`config.mk`:
```
export PLATFORM = sky130hd
export DESIGN_NAME = corelet_ctrl
export DESIGN_NICKNAME = d
export VERILOG_FILES = /design/src/rtl/corelet_pkg.sv /design/src/rtl/sram_l0_loader.sv /design/src/rtl/corelet_ctrl.sv
export SDC_FILE = /design/constraint.sdc
export NUM_CORES = 1
export LEC_CHECK = 0
export CAP_MARGIN = 20
export CORE_MARGIN = 2
export CORE_UTILIZATION = 35
export CTS_BUF_LIST = sky130_fd_sc_hd__clkbuf_2 sky130_fd_sc_hd__clkbuf_4 sky130_fd_sc_hd__clkbuf_8
export CTS_CLUSTER_DIAMETER = 40
export DETAILED_ROUTE_END_ITERATION = 6
export SETUP_SLACK_MARGIN = 0.3
export SYNTH_ARGS = -nofsm -noshare
export SYNTH_HDL_FRONTEND = slang
export SYNTH_SLANG_ARGS = --single-unit
```
`constraint.sdc`:
```
create_clock -name clk -period 6.15 [get_ports clk]
set_clock_uncertainty 0.2 [all_clocks]
set_input_delay 0.9225 -clock clk [delete_from_list [all_inputs] [get_ports clk]]
set_output_delay 0.9225 -clock clk [all_outputs]
set_load 0.005 [all_outputs]
```
`src/rtl/corelet_pkg.sv`:
```
// Shared definitions for the corelet control slice.
//   ctrl_state_t : sequencer states for one convolution pass
//   INST_*       : inst_w encodings driven into the corelet
//   CNT_BW       : width of the internal sequencing counters
package corelet_pkg;

    typedef enum logic [3:0] {
        IDLE,
        WLOAD,
        WKER,
        WGAP,
        ALOAD,
        EXEC,
        DRAIN,
        NEXT,
        DONE
    } ctrl_state_t;

    localparam logic [2:0] INST_IDLE  = 3'b000;
    localparam logic [2:0] INST_KLOAD = 3'b001;
    localparam logic [2:0] INST_EXEC  = 3'b010;

    localparam int unsigned CNT_BW = 16;

endpackage

```
`src/rtl/sram_l0_loader.sv`:
```
// Streams a block of words from an SRAM into L0.
//   active    : load in progress; counters are held clear while low
//   l0_ready  : L0 can take another word; reads are only issued when high
//   base_addr : SRAM address of the first word
//   len       : number of words to move
//   rd_issue  : SRAM read issued this cycle (drive chip enable low)
//   rd_addr   : SRAM read address, zero when no read is issued
//   l0_wr     : L0 write strobe, the issue strobe delayed by the SRAM latency
//   done      : the last word is being written into L0 this cycle
module sram_l0_loader
    import corelet_pkg::*;
#(
    parameter int unsigned addr_bw = 11
) (
    input  logic               clk,
    input  logic               reset,
    input  logic               active,
    input  logic               l0_ready,
    input  logic [addr_bw-1:0] base_addr,
    input  logic [CNT_BW-1:0]  len,
    output logic               rd_issue,
    output logic [addr_bw-1:0] rd_addr,
    output logic               l0_wr,
    output logic               done
);

    logic [CNT_BW-1:0] cnt;
    logic [CNT_BW-1:0] wr_cnt;
    logic [CNT_BW-1:0] wr_cnt_next;

    assign rd_issue    = active && l0_ready && (cnt < len);
    assign rd_addr     = rd_issue ? (base_addr + addr_bw'(cnt)) : '0;
    assign wr_cnt_next = wr_cnt + CNT_BW'(l0_wr);
    // Done is flagged in the cycle of the final write so the caller can
    // move on without waiting an extra cycle for wr_cnt to settle.
    assign done        = active && (wr_cnt_next == len);

    always_ff @(posedge clk) begin
        if (reset || !active) begin
            cnt    <= '0;
            wr_cnt <= '0;
            l0_wr  <= 1'b0;
        end else begin
            if (rd_issue) begin
                cnt <= cnt + CNT_BW'(1);
            end
            wr_cnt <= wr_cnt_next;
            l0_wr  <= rd_issue;
        end
    end

endmodule

```
`src/rtl/corelet_ctrl.sv`:
```
// Sequencer for one output-stationary convolution pass. Per kernel index
// it loads weights into L0, issues kernel-load, loads activations, executes
// and drains the OFIFO into psum SRAM.
//   clk, reset            : clock, synchronous active-high reset
//   start_i, busy_o, done_o : host handshake
//   xmem_cen/wen/addr     : activation/weight SRAM read port
//   l0_wr, l0_rd, l0_ready : L0 write/read strobes and back-pressure
//   inst_w                : corelet instruction (kernel load / execute)
//   ofifo_valid, ofifo_rd : OFIFO handshake
//   pmem_cen/wen/addr     : psum SRAM write port
module corelet_ctrl
    import corelet_pkg::*;
#(
    parameter int unsigned row      = 8,
    parameter int unsigned col      = 8,
    parameter int unsigned len_kij  = 9,
    parameter int unsigned len_nij  = 36,
    parameter int unsigned xaddr_bw = 11,
    parameter int unsigned paddr_bw = 11,
    parameter int unsigned wbase    = 1024
) (
    input  logic                clk,
    input  logic                reset,
    input  logic                start_i,
    output logic                busy_o,
    output logic                done_o,
    output logic                xmem_cen,
    output logic                xmem_wen,
    output logic [xaddr_bw-1:0] xmem_addr,
    output logic                l0_wr,
    output logic                l0_rd,
    input  logic                l0_ready,
    output logic [2:0]          inst_w,
    input  logic                ofifo_valid,
    output logic                ofifo_rd,
    output logic                pmem_cen,
    output logic                pmem_wen,
    output logic [paddr_bw-1:0] pmem_addr
);

    localparam logic [CNT_BW-1:0] COL_N    = CNT_BW'(col);
    localparam logic [CNT_BW-1:0] NIJ_N    = CNT_BW'(len_nij);
    localparam logic [CNT_BW-1:0] COL_LAST = CNT_BW'(col - 1);
    localparam logic [CNT_BW-1:0] GAP_LAST = CNT_BW'(row + col - 1);
    localparam logic [CNT_BW-1:0] NIJ_LAST = CNT_BW'(len_nij - 1);
    localparam logic [CNT_BW-1:0] KIJ_LAST = CNT_BW'(len_kij - 1);

    ctrl_state_t state;
    ctrl_state_t state_next;

    logic [CNT_BW-1:0]   cnt;
    logic [CNT_BW-1:0]   kij;
    logic                cnt_inc;
    logic                pop;

    logic                ld_active;
    logic                ld_issue;
    logic                ld_done;
    logic [xaddr_bw-1:0] ld_base;
    logic [xaddr_bw-1:0] ld_addr;
    logic [CNT_BW-1:0]   ld_len;

    // WLOAD and ALOAD share one loader; they are never adjacent, so the
    // loader's clear-while-inactive gives a fresh count on each entry.
    assign ld_active = (state == WLOAD) || (state == ALOAD);
    assign ld_base   = (state == WLOAD) ? xaddr_bw'(wbase + col * 32'(kij)) : '0;
    assign ld_len    = (state == WLOAD) ? COL_N : NIJ_N;

    assign pop     = (state == DRAIN) && ofifo_valid && (cnt < NIJ_N);
    assign cnt_inc = (state == WKER) || (state == WGAP) || (state == EXEC) || pop;

    sram_l0_loader #(
        .addr_bw (xaddr_bw)
    ) u_loader (
        .clk       (clk),
        .reset     (reset),
        .active    (ld_active),
        .l0_ready  (l0_ready),
        .base_addr (ld_base),
        .len       (ld_len),
        .rd_issue  (ld_issue),
        .rd_addr   (ld_addr),
        .l0_wr     (l0_wr),
        .done      (ld_done)
    );

    always_ff @(posedge clk) begin
        if (reset) begin
            state <= IDLE;
            cnt   <= '0;
            kij   <= '0;
        end else begin
            state <= state_next;
            if (state_next != state) begin
                cnt <= '0;
            end else if (cnt_inc) begin
                cnt <= cnt + CNT_BW'(1);
            end
            if ((state == IDLE) && start_i) begin
                kij <= '0;
            end else if ((state == NEXT) && (kij != KIJ_LAST)) begin
                kij <= kij + CNT_BW'(1);
            end
        end
    end

    always_comb begin
        state_next = state;
        unique case (state)
            IDLE:  if (start_i)          state_next = WLOAD;
            WLOAD: if (ld_done)          state_next = WKER;
            WKER:  if (cnt == COL_LAST)  state_next = WGAP;
            WGAP:  if (cnt == GAP_LAST)  state_next = ALOAD;
            ALOAD: if (ld_done)          state_next = EXEC;
            EXEC:  if (cnt == NIJ_LAST)  state_next = DRAIN;
            DRAIN: if (cnt == NIJ_N)     state_next = NEXT;
            NEXT:  state_next = (kij == KIJ_LAST) ? DONE : WLOAD;
            DONE:  state_next = IDLE;
            default: state_next = IDLE;
        endcase
    end

    always_comb begin
        xmem_cen  = !ld_issue;
        xmem_wen  = 1'b1;
        xmem_addr = ld_addr;
        l0_rd     = 1'b0;
        inst_w    = INST_IDLE;
        ofifo_rd  = pop;
        pmem_cen  = !pop;
        pmem_wen  = !pop;
        pmem_addr = pop ? paddr_bw'(len_nij * 32'(kij) + 32'(cnt)) : '0;
        busy_o    = (state != IDLE);
        done_o    = (state == DONE);
        if (state == WKER) begin
            l0_rd  = 1'b1;
            inst_w = INST_KLOAD;
        end else if (state == EXEC) begin
            l0_rd  = 1'b1;
            inst_w = INST_EXEC;
        end
    end

endmodule

```
==> metrics.yaml <==
clocking:
  cts_tree: "done"
  path_clk_slew_ps: 70
  htreeDepth: 3
  cts_buffer_depth: 2
  clock_latency_ps: 350
  cts.repair.resized: 0
  clockRootBuffer: "clkbuf_8"
  postCtsSetupRepairBufs: 0
  numCtsBuffers: 9
  cts_sinks: 69
  ctsHoldBuffers: 0
synthesis:
  synth_top_cells_by_count: "nor2_1, dfxtp_1, xnor2_1"
  ys_ff_latch: 69
  synth_area_per_cell_um2: 8.284
  synth_xor_xnor_area_share_pct: 14.10
  synthSimpleGateAreaFrac_pct: 31.13
  synthAdderAreaFrac_pct: 11.16
  yosysUniqueCellTypes: 58
  synthesis.area_um2: 4349
  async_flop_share_pct: 0
  yosys_warnings: 0
  synthMuxAreaShare_pct: 0.2301
  synth_nets: 567
  synth.most_common_cell: "nor2_1"
  yosysTopAreaCell: "dfxtp_1"
  synth_area_leaders: "dfxtp_1, ha_1, nor2_1, xnor2_1, xor2_1"
  synth_ff_type: "dfxtp_1"
  synth-edff-count: 0
  netlist.area_leader.share_pct: 31.76
  yosysSeqAreaShare_pct: 31.76
  synth_compound_area_share_pct: 7.796
  synth_top_family_by_area: "simple AND/OR/NAND/NOR gates"
  syn_inst: 525
sta:
  post-route-period-util_pct: 75.57
  setup_viol: 0
  fin_tns_setup_ps: 0
  slew_headroom_pct: 51.22
  tightest_slew_ps: 731.1
  finalHoldViolations: 0
  max_clock_freq_ghz: 0.2152
  period_needed_ps: 4648
  slew_violations: 0
  rsz0062_at_grt: "no"
detailed_routing:
  first_pass_iters: 4
  vias: 3547
  drt_iter0_markers: 186
  drc: 0
  routed_wl_mm: 9.232
  ant_nets: 0
  wl_per_cell_um: 12.68
  viasPerCell: 4.872
worst_setup_path:
  start_kind: "flop"
  worstSetupStartpoint: "state[2]"
  worstPathArrival_ps: 3530
  crit_type: "reg -> out"
  end_kind: "output pin"
  crit_chain: "nor2_1, nand2_1, nor2_1, ha_1, a21o_1, a21oi_1, nor2b_1, o21a_1, o41a_1, xnor2_1, nor2_1, clkdlybuf4s50_1"
  cp_num_buf_inv: 1
  r2r_start: "state[2]"
  crit_path_max_incr_delay_ps: 510
  path_delay_family: "simple AND/OR/NAND/NOR gates"
  required_ps: 5030
  slowest_stage: "clkdlybuf4s50_1"
  crit_fanout: 15
  cpMostUsedCell: "nor2_1"
placed_design:
  place_congestion: 0.8607
  numPlacedInstances: 713
  dp_hpwl_mm: 6.986
  io_buffers: 36
  placed_area_um2: 4843
die:
  initial_utilization_pct: 36.06
  die-area_um2: 13330
  core_area_um2: 12060
  die_w_um: 115.5
  placementRows: 40
  die_h_um: 115.5
  num_io_pins: 39
cells_and_area:
  final_cell_area_um2: 5047
  drive_gt1_share_pct: 6.071
  num_antenna_cells: 0
  syn_to_final_growth_pct: 16.05
  multi_input_comb_area_um2: 2809
  fin_nets: 598
  regArea_um2: 1381
  stdcell_count: 728
  fillers: 1214
grt:
  antenna_found_initial: 0
  grt_pass1_wl_mm: 16.30
  grt_usage_pct: 15.27
  grt_max_degree: 21
  grt_pass1_vias: 3489
  grt-ovfl-total: 0
hold_path:
  hold_path_class: "reg -> reg"
  min_from: "u_loader.cnt[15]"
power:
  sequentialPowerShare_pct: 52.0
  p_clk_share_pct: 43.8
  p_int_uw: 672.6
  power_density_nw_per_um2: 171.6
  net-switching-power_uw: 193.5
  vdd_drop_max_mv: 0.07633
  combPwrFrac_pct: 4.2
  swShare_pct: 22.34
  p_leak_uw: 0.001918
run_status:
  status: "finished, final reports clean"
job:
  maxCapViolCount: 0
-- final cells by class --
type | instances | area share, %
clock buffers | 12 | 3.148
clock inverters | 3 | 0.8924
inverters | 20 | 1.487
multi-input cells | 419 | 55.65
flip-flops and latches | 69 | 27.37
well taps | 168 | 4.165
repair buffers | 37 | 7.288
-- cell usage in the layout (no fill, tap or decap), types with 4 or more instances in the layout --
master and count:
or3_1 5, or2_2 4, nor4_1 14, xor2_1 33
a21oi_1 13, inv_1 18, nand4_1 13, clkbuf_8 11
and2_1 25, ha_1 34, clkdlybuf4s50_1 36, nor2b_1 7
dfxtp_1 69, nand2_1 36, xnor2_1 37, nor2_1 93
nand3_1 18, and3_1 8, nor3_1 16, a21o_1 9
-- cells by family after synthesis --
logic type | after synthesis
adder cells (fa/ha/maj) | 37
flip-flops | 69
AO/OA/AOI/OAI | 46
buffers and inverters | 37
multiplexers | 1
XOR/XNOR | 70
other | 2
AND/OR/NAND/NOR | 263
-- per-stage QoR --
stage / power (uW) / utilization, % / hold slack, ps / worst slack (ps)
after detailed placement: 497.9 / 40.16 / 246.3 / 1852
after floorplan: 487.1 / - / 221.4 / 2759
final: 866.0 / 41.85 / 266.8 / 1502
after CTS: 880.2 / 41.85 / 270.0 / 1475
after global placement: 497.0 / 40.16 / 240.0 / 1885
after global routing: 904.4 / 41.85 / 287.6 / 1260
-- registers in the layout (all words and copies together), names as in the netlist --
register	cells
u_loader.cnt	16
u_loader.l0_wr	1
cnt	16
state	4
kij	16
u_loader.wr_cnt	16
-- power by group through the flow --
stage / Sequential [uW] / Combinational, uW / Clock [uW]
final: 450 / 36.8 / 379
after global routing: 450 / 41.1 / 413
after CTS: 450 / 37.7 / 393
after detailed placement: 460 / 37.7 / 0
after global placement: 460 / 36.8 / 0
after floorplan: 459 / 28.4 / 0
-- worst paths after layout --
path | end | slack, ps | cells after the start
hold / removal | u_loader.cnt[15] | 270 | 1
hold reg to reg | u_loader.cnt[15] | 270 | 1
setup reg to reg | u_loader.cnt[4] | 3150 | 10
setup / recovery | xmem_addr[10] | 1500 | 12
-- layer usage --
layer	wire length [um]	part of all wire, %	vias to the layer above	GRT usage, %
li1	-	-	1855	-
met2	4154	45	60	24.68
met4	168	1.8	0	5.622
met5	0	0	-	0
met1	4505	49	1621	19.84
met3	404	4.4	11	3.713
Note: power is estimated with default switching activity, not from simulation.
